$ cat src/rtl/demux_burst_sched_if.sv
// Handshake bundle for demux_burst_sched: input stream, four-way one-hot output,
// channel enables and scheduler status.
interface demux_burst_sched_if #(
    parameter int WIDTH = 8
);
    logic [3:0]       en;
    logic [WIDTH-1:0] in_data;
    logic             in_valid;
    logic             in_ready;
    logic [WIDTH-1:0] out_data;
    logic [3:0]       out_valid;
    logic [3:0]       out_ready;
    logic [1:0]       sel;
    logic             busy;

    modport slave (
        input  en, in_data, in_valid, out_ready,
        output in_ready, out_data, out_valid, sel, busy
    );

    modport master (
        output en, in_data, in_valid, out_ready,
        input  in_ready, out_data, out_valid, sel, busy
    );
endinterface

$ cat src/rtl/demux_burst_sched.sv
// Burst-interleaving 1-to-4 demux scheduler with a one-entry output buffer.
// Optional DEMUX_SCHED_SKIP_EN: burst rotation also skips channels whose sink is not ready.
module demux_burst_sched #(
    parameter int WIDTH = 8,
    parameter int BURST = 4
) (
    input logic               clk,
    input logic               rst_n,
    demux_burst_sched_if.slave bus
);
    localparam int            CW    = (BURST > 1) ? $clog2(BURST) : 1;
    localparam logic [CW-1:0] CLAST = CW'(BURST - 1);

    // First set bit of m after p, searching p+1, p+2, p+3, then p itself.
    function automatic logic [1:0] next_ch(input logic [1:0] p, input logic [3:0] m);
        logic [1:0] r;
        r = p;
        for (int k = 3; k >= 1; k--) begin
            if (m[p + 2'(k)]) r = p + 2'(k);
        end
        return r;
    endfunction

    logic [WIDTH-1:0] data_q, data_d;
    logic [1:0]       tag_q, tag_d;
    logic             full_q, full_d;
    logic [1:0]       sel_q, sel_d;
    logic [CW-1:0]    cnt_q, cnt_d;

    logic       drain, in_rdy, accept;
    logic [1:0] dst, rot_nxt;
`ifdef DEMUX_SCHED_SKIP_EN
    logic [3:0] qual;
`endif

    always_comb begin
        drain   = full_q && bus.out_ready[tag_q];
        in_rdy  = rst_n && (bus.en != 4'b0) && (!full_q || drain);
        accept  = bus.in_valid && in_rdy;
        dst     = bus.en[sel_q] ? sel_q : next_ch(sel_q, bus.en);
        // Both rotation cases advance from dst (equal to sel when the pointer is enabled).
        rot_nxt = next_ch(dst, bus.en);
`ifdef DEMUX_SCHED_SKIP_EN
        qual = bus.en & bus.out_ready & ~(4'b0001 << dst);
        if (qual != 4'b0) rot_nxt = next_ch(dst, qual);
`endif
    end

    always_comb begin
        data_d = data_q;
        tag_d  = tag_q;
        full_d = full_q;
        sel_d  = sel_q;
        cnt_d  = cnt_q;
        if (accept) begin
            data_d = bus.in_data;
            tag_d  = dst;
            full_d = 1'b1;
            if (dst != sel_q) begin
                cnt_d = (BURST > 1) ? CW'(1) : '0;
                sel_d = (BURST == 1) ? rot_nxt : dst;
            end else if (cnt_q == CLAST) begin
                cnt_d = '0;
                sel_d = rot_nxt;
            end else begin
                cnt_d = cnt_q + CW'(1);
            end
        end else if (drain) begin
            full_d = 1'b0;
        end
    end

    always_ff @(posedge clk or negedge rst_n) begin
        if (!rst_n) begin
            data_q <= '0;
            tag_q  <= '0;
            full_q <= 1'b0;
            sel_q  <= '0;
            cnt_q  <= '0;
        end else begin
            data_q <= data_d;
            tag_q  <= tag_d;
            full_q <= full_d;
            sel_q  <= sel_d;
            cnt_q  <= cnt_d;
        end
    end

    assign bus.in_ready  = in_rdy;
    assign bus.out_data  = data_q;
    assign bus.out_valid = full_q ? (4'b0001 << tag_q) : 4'b0000;
    assign bus.sel       = sel_q;
    assign bus.busy      = full_q;
endmodule

$ cat src/flat_wrapper.sv
// flat-port wrapper written by rule: the top's interface ports become plain ports
module demux_burst_sched_flat 
#(
    parameter int WIDTH = 8,
    parameter int BURST = 4
)
  (clk, rst_n, bus_en, bus_in_data, bus_in_valid, bus_out_ready, bus_in_ready, bus_out_data, bus_out_valid, bus_sel, bus_busy);
  demux_burst_sched_if #(.WIDTH(WIDTH)) bus_i ();
  input logic clk;
  input logic rst_n;
  input wire logic [$bits(bus_i.en)-1:0] bus_en;
  input wire logic [$bits(bus_i.in_data)-1:0] bus_in_data;
  input wire logic [$bits(bus_i.in_valid)-1:0] bus_in_valid;
  input wire logic [$bits(bus_i.out_ready)-1:0] bus_out_ready;
  output wire logic [$bits(bus_i.in_ready)-1:0] bus_in_ready;
  output wire logic [$bits(bus_i.out_data)-1:0] bus_out_data;
  output wire logic [$bits(bus_i.out_valid)-1:0] bus_out_valid;
  output wire logic [$bits(bus_i.sel)-1:0] bus_sel;
  output wire logic [$bits(bus_i.busy)-1:0] bus_busy;
  assign bus_i.en = bus_en;
  assign bus_i.in_data = bus_in_data;
  assign bus_i.in_valid = bus_in_valid;
  assign bus_i.out_ready = bus_out_ready;
  assign bus_in_ready = bus_i.in_ready;
  assign bus_out_data = bus_i.out_data;
  assign bus_out_valid = bus_i.out_valid;
  assign bus_sel = bus_i.sel;
  assign bus_busy = bus_i.busy;
  demux_burst_sched #(.WIDTH(WIDTH), .BURST(BURST)) u_core (.clk(clk), .rst_n(rst_n), .bus(bus_i));
endmodule
$ cat config.mk
export PLATFORM = sky130hd
export DESIGN_NAME = demux_burst_sched_flat
export DESIGN_NICKNAME = d
export VERILOG_FILES = /design/src/rtl/demux_burst_sched_if.sv /design/src/rtl/demux_burst_sched.sv /design/src/flat_wrapper.sv
export SDC_FILE = /design/constraint.sdc
export NUM_CORES = 1
export LEC_CHECK = 0
export ABC_AREA = 1
export CAP_MARGIN = 0
export CORE_MARGIN = 2
export CORE_UTILIZATION = 44
export DETAILED_ROUTE_END_ITERATION = 6
export MAX_ROUTING_LAYER = met4
export PLACE_DENSITY = 0.79
export SYNTH_ARGS = -nofsm -noshare
export SYNTH_HDL_FRONTEND = slang
export SYNTH_SLANG_ARGS = --single-unit
$ cat constraint.sdc
create_clock -name clk -period 1.6 [get_ports clk]
set_input_delay 0.16 -clock clk [delete_from_list [all_inputs] [get_ports clk]]
set_output_delay 0.16 -clock clk [all_outputs]
set_load 0.005 [all_outputs]
Word-level counts from Yosys, hierarchy flattened
Index checks and enable logic that the tools add are counted.
- $add $sub $neg: 7
- multiply operators: 0
- div/mod/pow operators: 0
- order comparisons: 8
- equality and inequality tests: 2
- shifts and indexed selects: 1
- multiplexer cells: 30
- bitwise logic cells: 0
- reductions and logical operators: 10
- operator list (operator ; number):
    2-bit by 3-bit < comparator with 1-bit output (second input constant) ; 8
    2-bit two-way mux ; 11
    1-bit binary-select mux with 2-bit select ; 8
    1-bit two-way mux ; 10
    2-bit adder (second input constant) ; 4
    2-bit by 1-bit adder with 2-bit output (second input constant) ; 3
    1-bit logical AND ; 4
    4-bit two-way mux ; 1
    2-bit nonzero test ; 2
    4-bit nonzero test ; 1
    1-bit by 2-bit left shift with 4-bit output (first input constant) ; 1
    2-bit == test (second input constant) ; 1
    2-bit != test ; 1
    2-bit AND reduction ; 1
    1-bit zero test ; 1
    1-bit logical OR ; 1
- register bits: 15
- bits in latches: 0
- bits in writable memories: 0
- bits in read-only memories: 0
- input bits: 19
- output and inout bits: 16
- word-level logic and storage cells: 63
- memories kept: 0

Longest topological paths before layout
- depth after elaboration: 15
- gate-level depth with buffers: 14
- mapped depth without buffers: 14

Worst setup path before layout
Ideal clock, no wire load.
- kind: reg-to-reg
- start: register u_core.sel_q[0], in the netlist u_core.bus.sel[0]
- end: register u_core.sel_q[1], in the netlist u_core.bus.sel[1]
- library setup time: 117 ps
- arrival: 1363 ps
- data required time: 1483 ps
- path slack: 120 ps
- stages on the path, launching flop included: 14
- buffers on the path: 1
- period minus slack after synthesis: 1480 ps
- cells stage by stage: dfrtp_1 buf_6 nand2_1 nand2_1 nor2_1 nor2_2 o21bai_4 nand3_1 nand2_1 inv_2 nand3_2 nand2_2 nand2_1 nand2_1
- longest elaborated chain between the ends: 15
- elaborated cells between the ends (all ways): 32
- ends and longest elaborated chain (item ; RTL line ; text):
    start: declaration ; demux_burst_sched.sv:27 ; logic [1:0] sel_q, sel_d;
    start signal: assignment ; demux_burst_sched.sv:84 ; sel_q <= sel_d;
    2-bit adder ; demux_burst_sched.sv:19 ; if (m[p + 2'(k)]) r = p + 2'(k);
    1-bit binary-select mux with 2-bit select ; demux_burst_sched.sv:19 ;
    1-bit two-way mux (not written as such) ; demux_burst_sched.sv:19 ;
    2-bit two-way mux (3 in series) ; demux_burst_sched.sv:19 ;
    2-bit two-way mux ; demux_burst_sched.sv:40 ; dst = bus.en[sel_q] ? sel_q : next_ch(sel_q, bus.en);
    2-bit adder ; demux_burst_sched.sv:19 ;
    1-bit binary-select mux with 2-bit select ; demux_burst_sched.sv:19 ;
    1-bit two-way mux (not written as such) ; demux_burst_sched.sv:19 ;
    2-bit two-way mux (3 in series) ; demux_burst_sched.sv:19 ;
    2-bit two-way mux ; demux_burst_sched.sv:62 ; end else if (cnt_q == CLAST) begin
    2-bit two-way mux ; demux_burst_sched.sv:59 ; if (dst != sel_q) begin
Parallel ways exist; a longest one is shown, timed or not. The select of a mux whose other input is x is not followed.
A chain may end at the register's enable or synchronous reset.

Final worst setup path
Same ends and word-level chain as after synthesis.

==> impl_metrics.yaml <==
logic_synthesis:
  synth-compound-area-share_pct: 6.81
  synth_top_area_share_pct: 37.1
  synthesis.instances: 143
  yosys.area_share.adder_pct: 1.24
  synth_top_family_by_area: "simple AND/OR/NAND/NOR gates"
  synthSimpleGateAreaFrac_pct: 44.3
  synth.area.top_cells: "sky130_fd_sc_hd__dfrtp_1 37%, sky130_fd_sc_hd__nand2_1 24%, sky130_fd_sc_hd__nand3_1 5.0%"
  share_of_synthesized_area_occupied_by_flip_flops_and_latches_pct: 37.1
  post_synth_num_cell_types: 23
  synth_xor_area_share_pct: 1.73
  ys_warn_count: 0
  synth_nets: 163
  yosysTopAreaCell: "sky130_fd_sc_hd__dfrtp_1"
  synth.cell_area_sq_um: 1010
  ys_seq_elements: 15
  muxShareOfSynthArea_pct: 0
  post_synth.cell_area_avg_sq_um: 7.07
worst_setup_path:
  reg2reg_to: "u_core.bus.sel[1]"
  rrSetupSlack_ps: -60
  timing.reg2reg.worst_path_depth: 13
  cp-startpoint: "u_core.bus.sel[0]"
  critical_path.startpoint_type: "flop"
  worstSetupEndpointType: "flop"
  critical_path.reg2reg.startpoint: "u_core.bus.sel[0]"
  cp_data_required_time_ps: 1770
  type_of_the_setup_path_with_the_least_slack: "reg -> reg"
  cp-endpoint: "u_core.bus.sel[1]"
  cp_data_arrival_time_ps: 1830
  critical_path_peak_fanout: 8
timing:
  timing.slew.headroom_pct: 87.0
  fmaxAchievable_mhz: 603
  timing.final.max_slew_violations: 0
  setup_ws_post_layout_ps: -57.9
  rsz_0062_raised_after_global_routing: "yes"
  worst_pin_slew_ps: 195
  setup_violations: 3
  hold_viol_final: 0
  post-route-min-period_ps: 1660
  post-route-period-util_pct: 104
  hold_slack_ps: 244
  final.setup_skew_ps: 15.1
cells_and_area:
  layout.filler_cells: 142
  fin_nets: 224
  drive_above_1_share_pct: 36.0
  non_filler_cells_in_the_finished_layout: 231
  num_antenna_cells: 0
  finalCoreUtilization_pct: 78.1
  layout-area-overhead-vs-synth_pct: 69.3
floorplanning:
  die_area_sq_um: 2700
  start_util_pct: 46.1
  pin_count: 35
  num_rows: 17
  floorplan.die.width_um: 51.9
  floorplan.core_area_sq_um: 2190
  dieHeight_um: 51.9
detailed_routing:
  drtIter0Drc: 14
  wl_met1_um: 1300
  drt-vias-per-instance: 5.15
  topRoutingLayerUsed: "met4"
  route.vias.total: 1189
  finalWirelength_um: 3210
  wire_per_inst_um: 13.9
  antenna_violating_nets_post_route: 0
  drt_pre_antenna_iters: 4
  met2_wirelength_um: 1680
  met3_wirelength_um: 174
  drcViolationCount: 0
clock_network:
  post_cts_hold_buffer_count: 0
  h_tree_depth: 1
  insertion_delay_ps: 290
  clkSinkCount: 15
  clock_tree.buffer_depth: 2
  cts.reportedPaths.clkPinSlew_ps: 100
  cts_tree: "yes"
  cts_made_buffers: 3
  ctsRootBufferMaster: "sky130_fd_sc_hd__clkbuf_4"
grt:
  grt_start_max_net_pins: 16
  initial_antenna_violation_count: 0
  grt_pass1_wl_um: 4680
  globalRouteTotalUtil_pct: 24.0
  overflow: 0
  grt_pass1_vias: 1149
placed_design:
  gp_congestion: 0.795
  place.port_buffers: 34
  dpl.cell_count: 218
  place_hpwl_um: 1940
  pre_cts_slack_ps: -157
power_and_ir_drop:
  pwr_density_cell_nw_per_um2: 1840
  fin_total_pwr_w: 0.00315
  p_leak_nw: 0.911
  power.ir.vdd_worst_v: 0.00125
run_status:
  status: "finished, violations left"
  violations: "setup timing"
run:
  timing.max_cap.violations: 0
worst_hold_path:
  timing.hold.worst.class: "in -> async"
==> cell usage after synthesis, drive strengths merged <==
library cell / number
a31oi: 1
buf: 3
dfrtp: 15
ha: 1
inv: 18
nand2: 71
nand3: 16
nand4: 1
nor2: 2
nor3: 4
o21a: 1
o21ai: 6
o21bai: 1
o22ai: 1
xor2: 2
==> layout make-up <==
class	instances	area, sq um	area share, %
clock buffer	3	22.5	1.32
clock inverter	1	5.00	0.292
inverter	18	75.1	4.39
multi-input combinational	107	658	38.5
sequential	15	378	22.1
tap	28	35.0	2.05
timing repair buffer	59	538	31.4
==> cells in the final DEF, fill, tap and decap left out, drive strengths merged <==
master / n
o22ai: 1
inv: 17
nand4: 1
xor2: 2
dfrtp: 15
ha: 1
o21a: 1
clkinv: 2
nor2: 2
nand3: 16
dlygate4sd2: 2
clkbuf: 5
nand2: 71
buf: 25
clkdlybuf4s50: 29
nor3: 4
a31oi: 1
dlymetal6s2s: 1
o21ai: 6
o21bai: 1
==> per-stage QoR <==
stage	area, sq um	setup TNS (ps)
4_1_cts	1620	0
3_5_place_dp	1490	-698
6_report	1710	-138
5_1_grt	1710	-618
3_3_place_gp	1490	-478
2_1_floorplan	1010	0
==> kinds of logic after synthesis <==
logic type	Yosys count
xor gates and xnor gates	2
DFF	15
adders and majority gates	1
AOI/OAI and AO/OA	10
buffers and inverters	21
and+or+nand+nor	94
==> power by group <==
group	leakage [nW]	total, W	internal, W	switching [W]
clock network	0.0177	0.000220	0.0000929	0.000127
registers	0.183	0.000681	0.000544	0.000137
logic	0.709	0.00225	0.00110	0.00115
total	0.911	0.00315	0.00174	0.00142
==> worst min path at each step <==
stage / start / to / slack [ps] / depth (start not counted)
2_1_floorplan: rst_n / u_core.bus.busy / -140 / 0
3_3_place_gp: u_core.bus.out_data[3] / u_core.bus.out_data[3] / 460 / 2
3_5_place_dp: u_core.bus.out_data[6] / u_core.bus.out_data[6] / 460 / 2
4_1_cts: rst_n / u_core.tag_q[1] / 250 / 2
5_1_grt: rst_n / u_core.bus.busy / 240 / 2
6_report: rst_n / u_core.bus.busy / 240 / 2
==> layer usage <==
layer	vias to the layer above	GRT usage, %
met5	-	-
met3	6	4.60
met4	0	11.4
met2	48	42.0
met1	559	26.0
li1	576	-
==> state kept, by name, indices dropped and copies added (netlist names) <==
register             flops
u_core.bus.busy          1
u_core.bus.out_data      8
u_core.bus.sel           2
u_core.cnt_q             2
u_core.tag_q             2
==> worst max-delay path: stages (launching register included) <==
cell and delay, ps:
sky130_fd_sc_hd__dfrtp_2 460, sky130_fd_sc_hd__buf_12 170, sky130_fd_sc_hd__nand2_4 70, sky130_fd_sc_hd__nand2_2 60
sky130_fd_sc_hd__nor2_2 100, sky130_fd_sc_hd__nor2_2 60, sky130_fd_sc_hd__o21bai_4 180, sky130_fd_sc_hd__nand3_2 100
sky130_fd_sc_hd__nand2_2 70, sky130_fd_sc_hd__inv_2 40, sky130_fd_sc_hd__nand3_4 80, sky130_fd_sc_hd__nand2_2 50
sky130_fd_sc_hd__nand2_1 60, sky130_fd_sc_hd__nand2_1 50
==> timing repair <==
item                                    in CTS  in global routing
setup buffers                                8                  2
endpoints found under the setup margin       8                 18
pin swaps                                   14                 13
resized for setup                           22                 29
hold endpoints to repair                     0                  0
Power figures use the tool's default switching activity.
==> variant 1 (same settings) <==
Take the reset off `data_q` and load it in a clocked block of its own.
--- a/src/rtl/demux_burst_sched.sv
+++ b/src/rtl/demux_burst_sched.sv
@@ -72,18 +72,20 @@
 
     always_ff @(posedge clk or negedge rst_n) begin
         if (!rst_n) begin
-            data_q <= '0;
             tag_q  <= '0;
             full_q <= 1'b0;
             sel_q  <= '0;
             cnt_q  <= '0;
         end else begin
-            data_q <= data_d;
             tag_q  <= tag_d;
             full_q <= full_d;
             sel_q  <= sel_d;
             cnt_q  <= cnt_d;
         end
+    end
+
+    always_ff @(posedge clk) begin
+        data_q <= data_d;
     end
 
     assign bus.in_ready  = in_rdy;
Behaviour: differs if rst_n is asserted again (counterexample within 4 cycles, from zero or initial values and one cycle with rst_n low); with rst_n held inactive, the same outputs for 10 cycles.
==> variant 1 against the unedited design <==
The flow still finishes with violations (setup timing); sequential cell count unchanged; worst setup slack got worse by 0.085 ns; design area decreased by 2.7%; synthesized area decreased by 9.4%; largest power group unchanged; highest routed layer unchanged; power decreased by 3.8%; routed wire length increased by 10%.
==> variant 1: results (changes against the unedited design) <==
Status
  – Run status: finished with violations
  – Failing checks: setup timing

Global route
  – GRT Overall Usage: 25.13% (+1.1 points)
  – First-pass GRT wire length: 4.581 mm (-2.1%)
  – M2 GR Usage: 44.44% (+2.5 points)
  – Vias in the first global route: 1033 (-10%)
  – Met1 Use GR: 28.32% (+2.3 points)
  – Largest net degree at the start of global routing: 9 (-7)
  – Met3 usage: 6.970% (+2.4 points)

Yosys
  – Async SR Flop Fraction: 46.67% (-53 points)
  – Sequential share of the synthesized area: 45.36% (+8.2 points)
  – Post-Synth Adder-Cell Area: 1.366% (+0.13 points)
  – EDFF count, synth: 8 (+8)
  – Distinct cells, synth: 26 (+13%)
  – Area contributors post-synth: edfxtp_1 (26%), dfrtp_1 (19%), nand2_1 (17%)
  – Xor/xnor share of the synthesized area: 1.913% (+0.18 points)
  – Synth Area in Compound Gates: 4.645% (-2.2 points)
  – Top cells by instance count after synthesis: nand2_1 (42), edfxtp_1 (8)
  – Avg Cell Area, Syn: 8.034 µm² (+14%)
  – Syn nets: 134 (-18%)

Route
  – WL per Instance: 17.12 µm (+23%)
  – Vias post-DR: 1081 (-9.1%)
  – Drt first pass iters: 4 (unchanged)
  – DRT iter0 DRCs: 38 (+24)

Pwr
  – Internal Power: 1.637 mW (-5.8%)
  – VDD IR max: 1.491 mV (+19%)
  – Leak: 0.7813 nW (-14%)

Critical path
  – Critical Path Slowest Stage Cell: dfrtp_2
  – Worst path max stage delay: 0.48 ns (+0.02 ns)
  – Max Fanout on Critical Path: 6 (-2)
  – Crit path DAT: 1.91 ns (+0.08 ns)

Final layout
  – Max reg flops: 8 (unchanged)
  – N_diodes: 0 (unchanged)
  – Final net count: 200 (-11%)
  – Fraction of final layout cells with drive strength greater than 1: 43.02% (+7.1 points)

Placement
  – Routability congestion estimate: 0.7921 (-0.40%)
  – Dpl hpwl: 1.858 mm (-4.2%)
  – Post-place setup slack: -0.2271 ns (-0.07048 ns)

Timing
  – Worst Slack Setup Final: -0.1430 ns (-0.08506 ns)
  – Setup violators final: 15 (+12)
  – Clk_skew: 0.006283 ns (-0.008804 ns)
  – Slew @ Worst Pin: 0.2542 ns (+0.05919 ns)

Clock tree
  – Clock transition at path regs: 0.08 ns (-0.02 ns)
[variant 1: cell types whose count changed after synthesis, sizes merged, moves of 4 or more]
cell / unedited run / this run
edfxtp: 0 / 8
inv: 18 / 14
dfrtp: 15 / 7
nand2: 71 / 49
nand3: 16 / 11
[variant 1: final timing paths]
| kind | startpoint | end | slack (ns) | depth (start not counted) |
|---|---|---|---|---|
| max in group asynchronous | rst_n | u_core.bus.sel[0]$_DFFE_PN0P_ | 1.22 | 2 |
| setup / recovery | u_core.bus.sel[0]$_DFFE_PN0P_ | u_core.cnt_q[0]$_DFFE_PN0P_ | -0.14 | 13 |
| hold reg to reg | u_core.cnt_q[1]$_DFFE_PN0P_ | u_core.cnt_q[1]$_DFFE_PN0P_ | 0.59 | 2 |
| setup reg to reg | u_core.bus.sel[0]$_DFFE_PN0P_ | u_core.cnt_q[0]$_DFFE_PN0P_ | -0.14 | 13 |
| min in group clk | bus_in_data[4] | u_core.bus.out_data[4]$_DFFE_PP_ | 0.43 | 1 |
| hold / removal | rst_n | u_core.tag_q[1]$_DFFE_PN0P_ | 0.23 | 2 |
[variant 1: timing repair]
action | CTS | global route
setup endpoints to repair | 19 | 17
setup buffers | 8 | 5
hold buffers | 0 | 0
pin swaps | 4 | 3
gates resized for setup | 22 | 29
gates cloned | 1 | 0
[variant 1: layer usage]
| layer | vias up | routed length, µm |
|---|---|---|
| li1 | 500 | - |
| met1 | 507 | 1312 |
| met2 | 58 | 1865 |
| met3 | 16 | 206 |
| met4 | 0 | 142 |
| met5 | - | 0 |
[variant 1: worst register-to-register path, stage by stage, from the launching register on]
cell	delay [ns]
dfrtp_2	0.48
buf_6	0.16
nand2_1	0.07
nand2_2	0.09
nand2_2	0.08
nand3_1	0.08
nand2_1	0.12
nand2_2	0.10
nand3_2	0.08
nand2_1	0.08
inv_2	0.10
nand2_2	0.06
o22ai_2	0.10
inv_2	0.05
[variant 1: area by class of cell]
cell class / count / area, µm²
repair buffers: 61 / 576.8
multi-input cells: 83 / 534.3
flip-flops and latches: 15 / 419.2
fillers: 104 / 296.5
inverters: 15 / 68.82
well taps: 27 / 33.78
clock buffers: 4 / 26.28
repair inverters: 1 / 6.256
[variant 1: power by group through the flow]
stage,clock (mW),sequential [mW],combinational [mW]
finish,0.206,0.648,2.18
global placement,0,0.626,1.47
CTS,0.214,0.627,1.80
detailed placement,0,0.639,1.54
global route,0.226,0.657,2.33
floorplan,0,0.609,0.924
[variant 1: through the flow]
step,setup TNS [ns],utilization [%],cells,instance area (µm²)
detailed placement,-1.698,70.92,189,1391
finish,-1.248,84.89,206,1665
global placement,-1.097,70.92,189,1391
CTS,-0.5792,79.21,202,1554
global route,-2.419,84.89,206,1665
floorplan,0,-,114,915.9
==> variant 2 (same settings) <==
Made on the original files. `BURST` is set to 4 in 2 places; all go to 8.
--- a/src/rtl/demux_burst_sched.sv
+++ b/src/rtl/demux_burst_sched.sv
@@ -2,7 +2,7 @@
 // Optional DEMUX_SCHED_SKIP_EN: burst rotation also skips channels whose sink is not ready.
 module demux_burst_sched #(
     parameter int WIDTH = 8,
-    parameter int BURST = 4
+    parameter int BURST = 8
 ) (
     input logic               clk,
     input logic               rst_n,
--- a/src/flat_wrapper.sv
+++ b/src/flat_wrapper.sv
@@ -2,7 +2,7 @@
 module demux_burst_sched_flat 
 #(
     parameter int WIDTH = 8,
-    parameter int BURST = 4
+    parameter int BURST = 8
 )
   (clk, rst_n, bus_en, bus_in_data, bus_in_valid, bus_out_ready, bus_in_ready, bus_out_data, bus_out_valid, bus_sel, bus_busy);
   demux_burst_sched_if #(.WIDTH(WIDTH)) bus_i ();
Behaviour: not the same (Yosys sat finds a counterexample within 10 cycles, from zero or initial values and one cycle with rst_n low).
==> variant 2 against the unedited design <==
The flow still finishes with violations (setup timing); worst setup slack barely moved; routed wire length decreased by 3.8%; power rose by 5.4%; synthesized area is 0.37% higher; design area is 0.44% higher; non-clock buffer count increased by 2; sequential cell count grew 1; synthesized cell count rose by 5.6%; critical path type unchanged; critical endpoint is now u_core.tag_q[0]$_DFFE_PN0P_; largest cell class unchanged.
==> variant 2: results (changes against the unedited design) <==
Timing
  – Setup violators final: 4 (+1)
  – Worst slew margin: 85.00% (-2.0 points)
  – Clk_skew: 0.004928 ns (-0.01016 ns)
  – Worst Slack Setup Final: -0.05747 ns (+0.0004481 ns)

Route
  – WL per Instance: 12.85 µm (-7.4%)
  – Wirelength, routed: 3.084 mm (-3.8%)
  – DRT iter0 DRCs: 22 (+8)
  – Number of vias per cell: 4.883 (-5.1%)

Critical path
  – Crit path DAT: 1.88 ns (+0.05 ns)
  – R2r endpoint: u_core.tag_q[0]$_DFFE_PN0P_
  – Max Fanout on Critical Path: 7 (-1)

Global route
  – Antenna violations before repair: 0 (unchanged)
  – First-pass GRT wire length: 4.836 mm (+3.4%)
  – Vias in the first global route: 1154 (+0.44%)
  – Met1 Use GR: 28.07% (+2.1 points)
  – Met3 usage: 2.586% (-2.0 points)
  – M2 GR Usage: 44.51% (+2.5 points)
  – Largest net degree at the start of global routing: 17 (+1)

Yosys
  – Sequential share of the synthesized area: 39.46% (+2.3 points)
  – Post-Synth Adder-Cell Area: 2.466% (+1.2 points)
  – Syn nets: 172 (+5.5%)
  – Area contributors post-synth: dfrtp_1 (39%), nand2_1 (27%), nand3_1 (7.4%)
  – Distinct cells, synth: 19 (-17%)
  – Post-synthesis mux area share: 0% (unchanged)
  – Top cells by instance count after synthesis: nand2_1 (72), dfrtp_1 (16), nand3_1 (15)
  – Syn Inst Count: 151 (+5.6%)
  – Synth Area in Compound Gates: 3.946% (-2.9 points)
  – Xor/xnor share of the synthesized area: 0% (-1.7 points)

Placement
  – Routability congestion estimate: 0.7937 (-0.20%)
  – Placed cell count: 223 (+2.3%)
  – Dpl hpwl: 2.008 mm (+3.5%)

Pwr
  – Leak: 0.9091 nW (-0.16%)
  – VDD IR max: 1.128 mV (-9.8%)

Final layout
  – Fill cells: 156 (+9.9%)
  – Final net count: 235 (+4.9%)
  – Fraction of final layout cells with drive strength greater than 1: 35.85% (-0.11 points)

Status
  – Run status: finished with violations
  – Failing checks: setup timing

Clock tree
  – Clock transition at path regs: 0.09 ns
==> variant 2: cell type report <==
cell class	instances	area, µm²	share of cell area, %
Sequential cell	16	402.9	23.44
Inverter	22	90.09	5.240
Clock buffer	3	22.52	1.310
Tap cell	28	35.03	2.038
Timing Repair Buffer	61	540.5	31.44
Multi-Input combinational cell	110	628.1	36.54
==> variant 2: layer usage <==
| metal | vias up | share of wire (%) | wire length (µm) |
|---|---|---|---|
| met5 | - | 0 | 0 |
| met3 | 6 | 3.8 | 117 |
| met4 | 0 | 1.8 | 57 |
| met1 | 548 | 42 | 1282 |
| li1 | 592 | - | - |
| met2 | 26 | 53 | 1626 |
==> variant 2: kinds of logic (layout without fill, tap and decap cells) <==
| kind of cell | Yosys count | after routing |
|---|---|---|
| DFF | 16 | 16 |
| buffers and inverters | 25 | 86 |
| and+or+nand+nor | 101 | 101 |
| adders and majority gates | 2 | 2 |
| AOI/OAI and AO/OA | 7 | 7 |
==> variant 2: worst max-delay path: cells and delay by family, from the launching register on <==
family	cells	cell delay, ns
buffers and inverters	4	0.54
flip-flops	1	0.47
AND/OR/NAND/NOR	9	0.57
==> variant 2: metrics by stage <==
stage	hold slack, ns	worst slack [ns]	setup TNS [ns]	area (µm²)	utilization (%)
after detailed placement	0.4618	-0.1246	-0.5940	1466	66.93
after global routing	0.2643	-0.1905	-1.299	1719	78.47
final	0.2377	-0.05747	-0.1415	1719	78.47
after global placement	0.4543	-0.1029	-0.2898	1466	66.93
after CTS	0.2497	-0.05288	-0.05288	1541	70.36
after floorplan	-0.1356	0.1050	0	1015	-
==> variant 2: power breakdown <==
group	switching, mW	internal, mW	total [mW]
Sequential	0.160	0.585	0.745
Combinational	1.23	1.14	2.37
Clock	0.122	0.0872	0.209
==> variant 2: how the worst max path moves through the flow <==
stage,startpoint,end,slack (ns),cells past startpoint
after floorplan,u_core.bus.sel[0]$_DFFE_PN0P_,u_core.bus.sel[1]$_DFFE_PN0P_,0.10,15
after global placement,bus_en[1],bus_in_ready,-0.10,7
after detailed placement,bus_en[0],bus_in_ready,-0.12,7
after CTS,u_core.tag_q[0]$_DFFE_PN0P_,bus_in_ready,-0.05,6
after global routing,u_core.bus.sel[0]$_DFFE_PN0P_,u_core.tag_q[0]$_DFFE_PN0P_,-0.19,15
final,u_core.bus.sel[0]$_DFFE_PN0P_,u_core.tag_q[0]$_DFFE_PN0P_,-0.06,13
==> variant 2: timing repair <==
| action | CTS | global route |
|---|---|---|
| pin swaps | 4 | 16 |
| buffers inserted | 7 | 7 |
| endpoints found under the setup margin | 9 | 19 |
| resized for setup | 9 | 44 |
